**src/rtl/ldpc_pkg.sv**
```systemverilog
// ldpc_pkg: shared LDPC block geometry, soft-value type and storage-bank states
package ldpc_pkg;
  localparam int LDPC_ROWS = 6;
  localparam int LDPC_COLS = 7;
  localparam int LDPC_LLR_W = 8;
  typedef logic [LDPC_LLR_W-1:0] llr_t;
  typedef enum logic [1:0] {BANK_EMPTY, BANK_FILLING, BANK_FULL} bank_st_t;
endpackage

```
**src/rtl/ldpc_r2c_bank.sv**
```systemverilog
// ldpc_r2c_bank: one 6x7 soft-value register bank, written a row at a time, read a column at a time
module ldpc_r2c_bank
  import ldpc_pkg::*;
(
  input  logic                  clk,
  input  logic                  we,
  input  logic [2:0]            row,
  input  llr_t [LDPC_COLS-1:0]  wdata,
  input  logic [2:0]            col,
  output llr_t [LDPC_ROWS-1:0]  rdata
);
  llr_t [LDPC_COLS-1:0] mem [LDPC_ROWS];
  always_ff @(posedge clk)
    if (we) mem[row] <= wdata;
  always_comb
    for (int r = 0; r < LDPC_ROWS; r++) rdata[r] = mem[r][col];
endmodule

```
**src/rtl/ldpc_row_to_column.sv**
```systemverilog
// ldpc_row_to_column: ping-pong transpose of 6x7 LDPC soft-value blocks, rows in, columns out.
// Defining LDPC_ROW_TO_COLUMN_LAST_EN adds the o_last end-of-block marker.
module ldpc_row_to_column
  import ldpc_pkg::*;
(
  input  logic i_clock,
  input  logic i_reset,
  input  llr_t i_data_0,
  input  llr_t i_data_1,
  input  llr_t i_data_2,
  input  llr_t i_data_3,
  input  llr_t i_data_4,
  input  llr_t i_data_5,
  input  llr_t i_data_6,
  input  logic i_valid,
  output logic o_ready,
  output llr_t o_data_0,
  output llr_t o_data_1,
  output llr_t o_data_2,
  output llr_t o_data_3,
  output llr_t o_data_4,
  output llr_t o_data_5,
  output logic o_valid
`ifdef LDPC_ROW_TO_COLUMN_LAST_EN
  ,
  output logic o_last
`endif
);
  bank_st_t st [2];
  logic wr_ptr, rd_ptr;
  logic [2:0] wr_row, rd_col;
  llr_t [LDPC_COLS-1:0] row_in;
  llr_t [LDPC_ROWS-1:0] col_out [2];
  llr_t [LDPC_ROWS-1:0] col_q;
  logic accept, fill_done, bypass, emit, rd_done;
  assign row_in = {i_data_6, i_data_5, i_data_4, i_data_3, i_data_2, i_data_1, i_data_0};
  assign o_ready = st[wr_ptr] != BANK_FULL;
  assign accept = i_valid && o_ready;
  assign fill_done = accept && wr_row == 3'(LDPC_ROWS - 1);
  // A block completing into an idle read side emits column 0 at once, last row taken from the input
  assign bypass = fill_done && wr_ptr == rd_ptr;
  assign emit = st[rd_ptr] == BANK_FULL || bypass;
  assign rd_done = emit && rd_col == 3'(LDPC_COLS - 1);
  for (genvar b = 0; b < 2; b++) begin : g_bank
    ldpc_r2c_bank u_bank (
      .clk(i_clock),
      .we(accept && wr_ptr == 1'(b)),
      .row(wr_row),
      .wdata(row_in),
      .col(rd_col),
      .rdata(col_out[b])
    );
  end
  always_ff @(posedge i_clock or posedge i_reset)
    if (i_reset) begin
      st <= '{BANK_EMPTY, BANK_EMPTY};
      wr_ptr <= 1'b0;
      rd_ptr <= 1'b0;
      wr_row <= '0;
      rd_col <= '0;
      o_valid <= 1'b0;
      col_q <= '0;
    end else begin
      if (accept) begin
        st[wr_ptr] <= fill_done ? BANK_FULL : BANK_FILLING;
        wr_row <= fill_done ? '0 : wr_row + 3'd1;
        wr_ptr <= wr_ptr ^ fill_done;
      end
      if (rd_done) st[rd_ptr] <= BANK_EMPTY;
      if (emit) begin
        rd_col <= rd_done ? '0 : rd_col + 3'd1;
        rd_ptr <= rd_ptr ^ rd_done;
        col_q <= col_out[rd_ptr];
        if (bypass) col_q[LDPC_ROWS-1] <= i_data_0;
      end
      o_valid <= emit;
    end
  assign o_data_0 = col_q[0];
  assign o_data_1 = col_q[1];
  assign o_data_2 = col_q[2];
  assign o_data_3 = col_q[3];
  assign o_data_4 = col_q[4];
  assign o_data_5 = col_q[5];
`ifdef LDPC_ROW_TO_COLUMN_LAST_EN
  always_ff @(posedge i_clock or posedge i_reset)
    if (i_reset) o_last <= 1'b0;
    else o_last <= rd_done;
`endif
endmodule

```
**config.mk**
```make
export PLATFORM = sky130hd
export DESIGN_NAME = ldpc_row_to_column
export DESIGN_NICKNAME = d
export VERILOG_FILES = /design/src/rtl/ldpc_pkg.sv /design/src/rtl/ldpc_r2c_bank.sv /design/src/rtl/ldpc_row_to_column.sv
export SDC_FILE = /design/constraint.sdc
export NUM_CORES = 1
export LEC_CHECK = 0
export ABC_AREA = 1
export ABC_CLOCK_PERIOD_IN_PS = 7250
export CORE_MARGIN = 8
export CORE_UTILIZATION = 40
export DETAILED_ROUTE_END_ITERATION = 12
export GPL_ROUTABILITY_DRIVEN = 0
export PLACE_DENSITY = 0.57
export REMOVE_ABC_BUFFERS = 1
export SLEW_MARGIN = 20
export SYNTH_ARGS = -nofsm -noshare
export SYNTH_HDL_FRONTEND = slang
export SYNTH_HIERARCHICAL = 1
export SYNTH_SLANG_ARGS = --single-unit
```
**constraint.sdc**
```tcl
create_clock -name i_clock -period 7.25 [get_ports i_clock]
set_input_delay 1.45 -clock i_clock [delete_from_list [all_inputs] [get_ports i_clock]]
set_output_delay 1.45 -clock i_clock [all_outputs]
set_load 0.02 [all_outputs]
```
==> results of run 1 <==
==> logic make-up after synthesis <==
| kind of cell | share of synthesized area |
|---|---|
| fa+ha+maj | 0.00156 |
| xor+xnor | 0.000545 |
| buf+inv | 0.0947 |
| flops | 0.676 |
| compound gates | 0.00534 |
| simple gates | 0.222 |
==> cells in the mapped netlist (all sizes together) <==
library cell / number
edfxtp: 672
ha: 4
xor2: 1
dfrtp: 61
o211ai: 8
nand2: 1415
buf: 91
xnor2: 1
o21ai: 13
nor2: 16
clkbuf: 58
or2: 1
o31ai: 2
a21oi: 1
nand3: 344
inv: 608
nand3b: 1
o21a: 2
nand4: 1
==> metrics by stage <==
stage | total power (uW) | setup TNS, ns | hold slack (ns)
6_report | 13500 | 0 | 0.490
2_1_floorplan | 8210 | -58.67 | 0.464
3_5_place_dp | 9730 | 0 | 0.482
5_1_grt | 14300 | 0 | 0.518
3_3_place_gp | 9700 | 0 | 0.489
4_1_cts | 13600 | 0 | 0.496
==> flip-flops by register name, summed over array words and instances (netlist names) <==
register	cells
o_data_4	8
g_bank.u_bank/mem	672
rd_ptr	1
wr_ptr	1
o_data_0	8
o_data_2	8
wr_row	3
o_data_3	8
o_data_5	8
st	4
o_valid	1
o_data_1	8
rd_col	3
==> cell type report <==
cell class	count	area, um2	share of cell area
antenna	2	5.00	0.000137
inverter	608	2300	0.0629
sequential	733	21700	0.593
clock buffer	108	2190	0.0596
clock inverter	31	293	0.00799
timing repair buffer	141	1330	0.0363
tap	1060	1330	0.0362
multi-input combinational	1810	7490	0.204
==> worst max-delay path, cell delays in order, from the launching register on <==
cell and delay, ns:
dfrtp_4 0.88, buf_4 0.82, buf_4 0.76, nand2_1 0.11, nand3_1 0.11, nand2_1 0.08
nand2_1 0.07, nand2_1 0.06, o211ai_1 0.35, nand2_1 0.10, o21ai_0 0.11, nand2_1 0.07
==> placed cells by master (no fill, tap or decap), types with 2 or more instances in the layout <==
cell type / netlist / final
dfrtp_4: 0 / 3
ha_1: 4 / 4
o21a_1: 2 / 2
nor2_4: 0 / 14
clkinv_1: 0 / 6
buf_4: 24 / 33
edfxtp_1: 672 / 672
clkinvlp_4: 0 / 5
inv_2: 5 / 3
nand3_1: 343 / 343
clkbuf_8: 0 / 10
bufinv_16: 0 / 5
inv_1: 602 / 599
nor2_1: 14 / 2
o21ai_0: 12 / 12
clkinv_2: 0 / 14
inv_4: 0 / 2
nand2_1: 1414 / 1414
dfrtp_1: 61 / 57
diode_2: 0 / 2
clkdlybuf4s50_1: 0 / 108
clkbuf_16: 0 / 79
o211ai_1: 8 / 8
o31ai_1: 2 / 2
inv_6: 1 / 4
clkbuf_1: 58 / 19
==> routing by layer <==
metal / share of wire / vias to the layer above / GRT usage
met3: 0.074 / 133 / 0.0324
met5: 0.00014 / - / 0
met2: 0.47 / 732 / 0.330
met1: 0.43 / 10500 / 0.274
met4: 0.023 / 2 / 0.0580
li1: - / 10500 / -
==> power groups by stage <==
stage          clock [uW]  combinational [uW]  sequential (uW)
2_1_floorplan           0                2460             5750
3_3_place_gp            0                4200             5500
3_5_place_dp            0                4230             5500
4_1_cts              3950                4250             5420
5_1_grt              4130                4740             5460
6_report             3890                4210             5410
==> how the worst max path moves through the flow <==
stage / end / slack (ns) / cells past startpoint
final: o_data_5[7] / 3.39 / 11
after global routing: o_data_5[7] / 3.20 / 11
after CTS: g_bank[1].u_bank/mem[1][0] / 3.51 / 6
after detailed placement: g_bank[1].u_bank/mem[1][16] / 2.89 / 6
after global placement: g_bank[1].u_bank/mem[1][16] / 2.90 / 6
after floorplan: o_data_5[6] / -1.40 / 12
==> run summary, run 1 <==
total CTS buffers: 76
gr usage total: 0.200
initial antenna violation count: 5
post-CTS sizing: 0
highest clock frequency the design can meet: 259 MHz
vias in the first global route: 20900
H-tree levels: 3
critical path type: flip-flop to flip-flop
critical path arrival: 4.34 ns
Worst Skew: 0.0179 ns
Power Density: 369 mW/mm2
Comb power frac: 0.312
Slew Limit Fails: 0
worst hold start: st[2]
DRC: 0
P_sw: 4860 uW
hold path cells: 1
Die Span Y: 299 um
layout cells sized above 1: 0.0522
Max-Cap Viols: 0
RSZ-0062 raised after global routing: false
Hold Fails Final Rpt: 0
Reg power frac: 0.400
outcome: finished, final reports clean
total gr overflow: 0
Worst R2R Path Depth: 11
worst setup margin: 3.39 ns
crit path max fanout: 73
Clock Sinks: 733
dpl ws: 2.89 ns
CTS tree: built
min-delay worst type: flip-flop to flip-flop
Clock power frac: 0.288
DR iter-0 viols: 1869
Seq cells post-synth: 733
Setup crit end kind: flip-flop
HPWL after DPL: 46900 um
pin count of the biggest net entering global routing: 97
hold path endpoint: st[2]
WL final: 90900 um
Leak: 0.0165 uW
Clock transition at path regs: 0.06 ns
Filler Cells Inserted: 7396
Initial Util: 0.401
Area contributors post-synth: edfxtp_1 63%, nand2_1 17%, inv_1 7.0%
Util after Layout: 0.458
r2r endpoint: o_data_5[7]
Post CTS Setup Buffer Count: 0
Layout Nets: 3433
Seq/Total Area, Yosys: 0.676
design area: 0.0366 mm2
sw frac: 0.359
synthesized area: 0.0321 mm2
critical path startpoint: rd_col[0]
Avg Inst Size Synth: 9.74 um2
Clock Tree Root: clkbuf_16
core area: 0.0800 mm2
drt pass-1 iters: 8
Avg WL per Cell: 20.2 um
cells after synthesis: 3300
post-route clock period utilization: 0.532
Pint: 8660 uW
area delta synth->final: 14.1%
reg-to-reg slack, setup: 3.39 ns
# port buffers: 108
Worst Tran Pin Value: 1.12 ns
Yosys top cell area share: 0.628
hold_buf cts: 0
Placement Rows: 104
global-route wire length before repair: 134000 um
Final min period: 3.86 ns
Unique masters post-synth: 28
Startpoint Class: flip-flop
IO Pins: 109
non-filler cells, final: 4493
YS warnings: 6
Die X: 299 um
DR vias/cell: 4.85
Slew HR: 0.251
Worst Path Required: 7.74 ns
clock latency on the worst-skew pair: 0.61 ns
maximum vdd drop: 0.216 mV
Placed Instances: 4352
DIE AREA: 0.0896 mm2
routed vias: 21800
final setup fails: 0
Synth area leader: edfxtp_1
post-route antenna net violation count: 0
Area after DPL: 0.0342 mm2
worst flop-to-flop path startpoint: rd_col[0]
CTS Buffer Depth: 3
Power figures use the tool's default switching activity.
==> inputs of run 2 (changes only) <==
--- a/config.mk
+++ b/config.mk
@@ -6,12 +6,12 @@
 export NUM_CORES = 1
 export LEC_CHECK = 0
 export ABC_AREA = 1
-export ABC_CLOCK_PERIOD_IN_PS = 7250
+export ABC_CLOCK_PERIOD_IN_PS = 3370
 export CORE_MARGIN = 8
 export CORE_UTILIZATION = 40
 export DETAILED_ROUTE_END_ITERATION = 12
 export GPL_ROUTABILITY_DRIVEN = 0
-export PLACE_DENSITY = 0.57
+export PLACE_DENSITY = 0.59
 export REMOVE_ABC_BUFFERS = 1
 export SLEW_MARGIN = 20
 export SYNTH_ARGS = -nofsm -noshare
==> constraint.sdc (replaced) <==
create_clock -name i_clock -period 3.37 [get_ports i_clock]
set_input_delay 0.674 -clock i_clock [delete_from_list [all_inputs] [get_ports i_clock]]
set_output_delay 0.674 -clock i_clock [all_outputs]
set_load 0.02 [all_outputs]
==> run 2 against run 1 <==
Against the previous run: wire length fell by 10%; first-iteration DRC count fell by 14%; clock power increased by 110%; die area is the same; via count shrank 1.9%; hold slack better by 0.0082 ns; sequential power grew 110%; clock-buffer cell count grew 10; highest routed layer is now met4; largest power group unchanged; non-clock buffer count increased by 23; flip-flop and latch count stayed put; largest cell class unchanged; clock skew is 0.0023 ns lower; worst setup slack got worse by 2.8 ns.
==> run summary, run 2 (synthesized netlist as in run 1, its figures left out) <==
Worst Path Required: 2.70 ns (-5.04 ns)
final setup TNS: 0 ns (unchanged)
Worst Skew: 0.0156 ns (-0.00230 ns)
min-delay worst type: flip-flop to flip-flop
area delta synth->final: 15.2%
RSZ-0062 raised after global routing: false
Reg power frac: 0.398 (-0.002)
non-filler cells, final: 4519 (+0.58%)
Filler Cells Inserted: 7382 (-0.19%)
Die Span Y: 299 um (unchanged)
sw frac: 0.357 (-0.00266)
Power Density: 783 mW/mm2 (+110%)
Final min period: 2.78 ns
Avg WL per Cell: 18.1 um (-11%)
core area: 0.0800 mm2 (unchanged)
most common cell after layout, fill and taps aside: nand2_1
CTS tree: built
drt pass-1 iters: 7 (-1)
CTS Buffer Depth: 3 (unchanged)
post-route clock period utilization: 0.825
max reg flops: 672 (unchanged)
hold_buf cts: 0 (unchanged)
Startpoint Class: flip-flop
post-route antenna net violation count: 0 (unchanged)
global-route wire length before repair: 125000 um (-6.6%)
Reg with most FFs: g_bank.u_bank/mem
Clock power frac: 0.285 (-0.003)
clock latency on the worst-skew pair: 0.63 ns (+0.02 ns)
Hold Fails Final Rpt: 0 (unchanged)
Comb power frac: 0.318 (+0.006)
P_sw: 10300 uW (+110%)
DRC: 0 (unchanged)
total CTS buffers: 77 (+1.3%)
Setup crit end kind: output port
WL final: 81600 um (-10%)
gr usage total: 0.180 (-0.0204)
routed vias: 21400 (-1.9%)
Placement Rows: 104 (unchanged)
post-CTS sizing: 0 (unchanged)
Clock Sinks: 733 (unchanged)
Leak: 0.0166 uW (+0.95%)
IO Pins: 109 (unchanged)
Clock transition at path regs: 0.06 ns (about the same)
Placed Instances: 4375 (+0.53%)
DR vias/cell: 4.73 (-2.5%)
total gr overflow: 0 (unchanged)
critical path type: flip-flop to output port
crit path max fanout: 7 (-90%)
Post CTS Setup Buffer Count: 0 (unchanged)
highest clock frequency the design can meet: 360 MHz
H-tree levels: 3 (unchanged)
Util after Layout: 0.462 (+0.00441)
# port buffers: 108 (unchanged)
commonest non-fill, non-tap cells in the layout: 1414 x nand2_1, 672 x edfxtp_1, 599 x inv_1
layout cells sized above 1: 0.0561 (+0.00391)
pin count of the biggest net entering global routing: 114 (+18%)
critical path arrival: 2.11 ns (-2.23 ns)
Slew Limit Fails: 0 (unchanged)
HPWL after DPL: 44200 um (-5.7%)
DIE AREA: 0.0896 mm2 (unchanged)
diodes inserted: 0 (-2)
Layout Nets: 3457 (+0.70%)
maximum vdd drop: 0.559 mV (+160%)
Die X: 299 um (unchanged)
DR iter-0 viols: 1609 (-14%)
worst setup margin: 0.591 ns (-2.80 ns)
initial antenna violation count: 1 (-4)
vias in the first global route: 20800 (-0.33%)
final setup fails: 0 (unchanged)
dpl ws: 0.513 ns (-2.37 ns)
Pint: 18600 uW (+120%)
Clock Tree Root: clkbuf_16
Worst Tran Pin Value: 0.944 ns (-0.177 ns)
Slew HR: 0.371 (+0.120)
Max-Cap Viols: 0 (unchanged)
outcome: finished, final reports clean
Initial Util: 0.401 (unchanged)
-- run 2: changes by cell type in the layout (fill, tap and decap cells not counted), sizes merged --
cell and delta:
clkinv -1, bufinv -1, diode -2, buf +23, inv +2, clkinvlp -5
clkbuf +10
-- run 2: worst max-delay path, stage by stage (launching register included) --
cell             delay (ns)
dfrtp_1                0.45
inv_1                  0.11
nand2_1                0.06
nand2_1                0.18
clkdlybuf4s50_1        0.68
-- run 2: stage by stage --
stage,hold WS [ns],power [uW],cell area (um2)
after global placement,0.478,20900,34600
after detailed placement,0.480,21000,34600
after global routing,0.505,30700,37000
after CTS,0.502,29300,37000
final,0.498,29000,37000
after floorplan,0.464,16800,31400
-- run 2: final timing paths --
| path | start | end | slack, ns | depth (start not counted) |
|---|---|---|---|---|
| max | wr_ptr | o_ready | 0.59 | 4 |
| min | st[2] | st[2] | 0.50 | 1 |
| max reg2reg | rd_col[0] | o_data_5[0] | 0.77 | 11 |
| min reg2reg | st[2] | st[2] | 0.50 | 1 |
| max in group asynchronous | i_reset | o_data_0[1] | 2.18 | 3 |
| min in group asynchronous | i_reset | o_data_5[3] | 0.52 | 2 |
-- run 2: area by class of cell --
class	count	area [um2]	share of cell area
clock buffer	118	2130	0.0576
clock inverter	26	295	0.00798
sequential	733	21700	0.587
tap	1060	1330	0.0358
timing repair buffer	164	1740	0.0470
multi-input combinational	1810	7490	0.202
inverter	608	2300	0.0623
-- run 2: routing by layer --
layer  GRT usage  share of wire  vias to the layer above
met5           0              0                        -
met4      0.0521          0.021                        0
met3      0.0266          0.053                      122
met2       0.297           0.48                      534
met1       0.247           0.45                    10200
li1            -              -                    10500
-- run 2: power groups by stage --
stage	sequential [uW]	clock, uW	combinational, uW
2_1_floorplan	12300	0	4530
3_3_place_gp	11700	0	9200
3_5_place_dp	11700	0	9270
4_1_cts	11500	8410	9320
5_1_grt	11600	8730	10400
6_report	11500	8250	9200
==> inputs of run 3 (changes only) <==
--- a/config.mk
+++ b/config.mk
@@ -6,12 +6,12 @@
 export NUM_CORES = 1
 export LEC_CHECK = 0
 export ABC_AREA = 1
-export ABC_CLOCK_PERIOD_IN_PS = 3370
+export ABC_CLOCK_PERIOD_IN_PS = 2700
 export CORE_MARGIN = 8
 export CORE_UTILIZATION = 40
 export DETAILED_ROUTE_END_ITERATION = 12
 export GPL_ROUTABILITY_DRIVEN = 0
-export PLACE_DENSITY = 0.59
+export PLACE_DENSITY = 0.57
 export REMOVE_ABC_BUFFERS = 1
 export SLEW_MARGIN = 20
 export SYNTH_ARGS = -nofsm -noshare
==> constraint.sdc (replaced) <==
create_clock -name i_clock -period 2.7 [get_ports i_clock]
set_input_delay 0.54 -clock i_clock [delete_from_list [all_inputs] [get_ports i_clock]]
set_output_delay 0.54 -clock i_clock [all_outputs]
set_load 0.02 [all_outputs]
==> run 3 against run 2 <==
Against the previous run: cell count up 0.51%; utilization is 0.82 points higher; clock-buffer cell count fell by 20; critical path type is now flip-flop to flip-flop.
==> run summary, run 3 (synthesized netlist as in run 1, its figures left out) <==
total gr overflow: 0 (unchanged)
CTS tree: built
routed length on met3: 4620 um (+6.8%)
Die X: 299 um (unchanged)
drt pass-1 iters: 5 (-2)
WL final: 85000 um (+4.1%)
RSZ-0062 raised after global routing: false
critical path type: flip-flop to flip-flop
DR WL met2: 40800 um (+5.0%)
Avg WL per Cell: 18.7 um (+3.6%)
critical path arrival: 2.86 ns (+0.75 ns)
Power Density: 995 mW/mm2 (+27%)
Setup crit end kind: flip-flop
vias in the first global route: 20500 (-1.8%)
routed vias: 21400 (+0.29%)
Clock Tree Root: clkbuf_16
most common cell after layout, fill and taps aside: nand2_1
Routed met1 length: 37300 um (+1.6%)
Startpoint Class: flip-flop
Hold Fails Final Rpt: 0 (unchanged)
DRC: 0 (unchanged)
H-tree levels: 3 (unchanged)
initial antenna violation count: 0 (-1)
max reg flops: 672 (unchanged)
Die Span Y: 299 um (unchanged)
Placement Rows: 104 (unchanged)
Clock transition at path regs: 0.06 ns (about the same)
diodes inserted: 0 (unchanged)
highest clock frequency the design can meet: 424 MHz
total power: 37500 uW (+29%)
total CTS buffers: 76 (-1.3%)
Worst Path Required: 3.20 ns (+0.50 ns)
post-route clock period utilization: 0.874
top sig layer: met4
Leak: 0.0170 uW (+1.9%)
crit path max fanout: 49 (+42)
IO Pins: 109 (unchanged)
Area after DPL: 0.0350 mm2 (+1.2%)
Final min period: 2.36 ns
layout cells sized above 1: 0.0672 (+0.0111)
r2r endpoint: o_data_0[6]
clock latency on the worst-skew pair: 0.62 ns (about the same)
non-filler cells, final: 4542 (+0.51%)
HPWL after DPL: 48000 um (+8.5%)
Initial Util: 0.401 (unchanged)
Max-Cap Viols: 0 (unchanged)
Layout Nets: 3485 (+0.81%)
commonest non-fill, non-tap cells in the layout: 1414 x nand2_1, 672 x edfxtp_1, 599 x inv_1
Worst R2R Path Depth: 11 (unchanged)
post-route antenna net violation count: 0 (unchanged)
core area: 0.0800 mm2 (unchanged)
min-delay worst type: input pin to asynchronous set/reset pin
Clock Sinks: 733 (unchanged)
# port buffers: 108 (unchanged)
outcome: finished, final reports clean
reg-to-reg slack, setup: 0.34 ns (-0.43 ns)
Slew Limit Fails: 0 (unchanged)
Worst Tran Pin Value: 0.873 ns (-0.0706 ns)
gr usage total: 0.187 (+0.00716)
critical path startpoint: rd_col[0]
final setup fails: 0 (unchanged)
Reg with most FFs: g_bank.u_bank/mem
Slew HR: 0.418 (+0.0471)
Worst Skew: 0.0267 ns (+0.0111 ns)
design area: 0.0377 mm2 (+1.8%)
area delta synth->final: 17.2%
DR vias/cell: 4.72 (-0.22%)
pin count of the biggest net entering global routing: 84 (-26%)
hold_buf cts: 0 (unchanged)
maximum vdd drop: 0.539 mV (-3.7%)
worst flop-to-flop path startpoint: rd_col[0]
Placed Instances: 4404 (+0.66%)
CTS Buffer Depth: 3 (unchanged)
DIE AREA: 0.0896 mm2 (unchanged)
global-route wire length before repair: 128000 um (+2.2%)
DR iter-0 viols: 1667 (+3.6%)
## run 3: cell types whose count changed in the layout (fill, tap and decap cells not counted), sizes merged, moves of 2 or more
| cell | before | now |
|---|---|---|
| clkinv | 20 | 22 |
| clkbuf | 118 | 98 |
| clkinvlp | 0 | 3 |
| bufinv | 4 | 14 |
| buf | 56 | 85 |
## run 3: worst max path at each step
stage                                   to  slack [ns]
4_1_cts                            o_ready        0.02
5_1_grt                        o_data_5[3]        0.12
3_5_place_dp   g_bank[0].u_bank/mem[5][38]        0.18
6_report                       o_data_0[6]        0.34
3_3_place_gp   g_bank[0].u_bank/mem[5][38]        0.19
2_1_floorplan                  o_data_5[6]       -5.95
## run 3: per-layer routing
| metal | GRT usage | up-vias |
|---|---|---|
| met4 | 0.0607 | 0 |
| met5 | 0 | - |
| li1 | - | 10600 |
| met2 | 0.314 | 568 |
| met3 | 0.0272 | 134 |
| met1 | 0.250 | 10200 |
## run 3: per-stage QoR
stage	setup WS [ns]	setup TNS, ns	hold slack [ns]	utilization
after floorplan	-5.95	-1084.39	0.464	-
final	0.339	0	0.334	0.471
after global routing	0.122	0	0.387	0.471
after global placement	0.190	0	0.477	0.437
after CTS	0.0224	0	0.336	0.470
after detailed placement	0.183	0	0.487	0.437
## run 3: final cells by class
type / instances / area [um2]
clock buffers: 98 / 2120
clock inverters: 40 / 554
fillers: 7338 / 42400
inverters: 608 / 2300
multi-input cells: 1810 / 7490
flip-flops and latches: 733 / 21700
well taps: 1060 / 1330
repair buffers: 193 / 2150
## run 3: report_power, final
group	switching, uW	internal [uW]	leakage [uW]	total (uW)
Combinational	8070	3820	0.00883	11900
Sequential	606	13800	0.00683	14400
Clock	4300	6870	0.00131	11200
Total	13000	24500	0.0170	37500
## run 3: timing repair
item	CTS	global route
setup endpoints to repair	0	1
buffers inserted	0	0
hold endpoints to repair	0	0
gates resized for setup	0	1
## run 3: worst max-delay path, cell delays in order (launching register included)
cell and delay, ns:
dfrtp_4 0.57, buf_4 0.54, buf_4 0.41, nand2_1 0.09
nand3_1 0.08, nand2_1 0.05, nand2_1 0.05, nand2_1 0.08
nand2_1 0.11, nand2_1 0.10, nand2_1 0.08, nand2_1 0.04
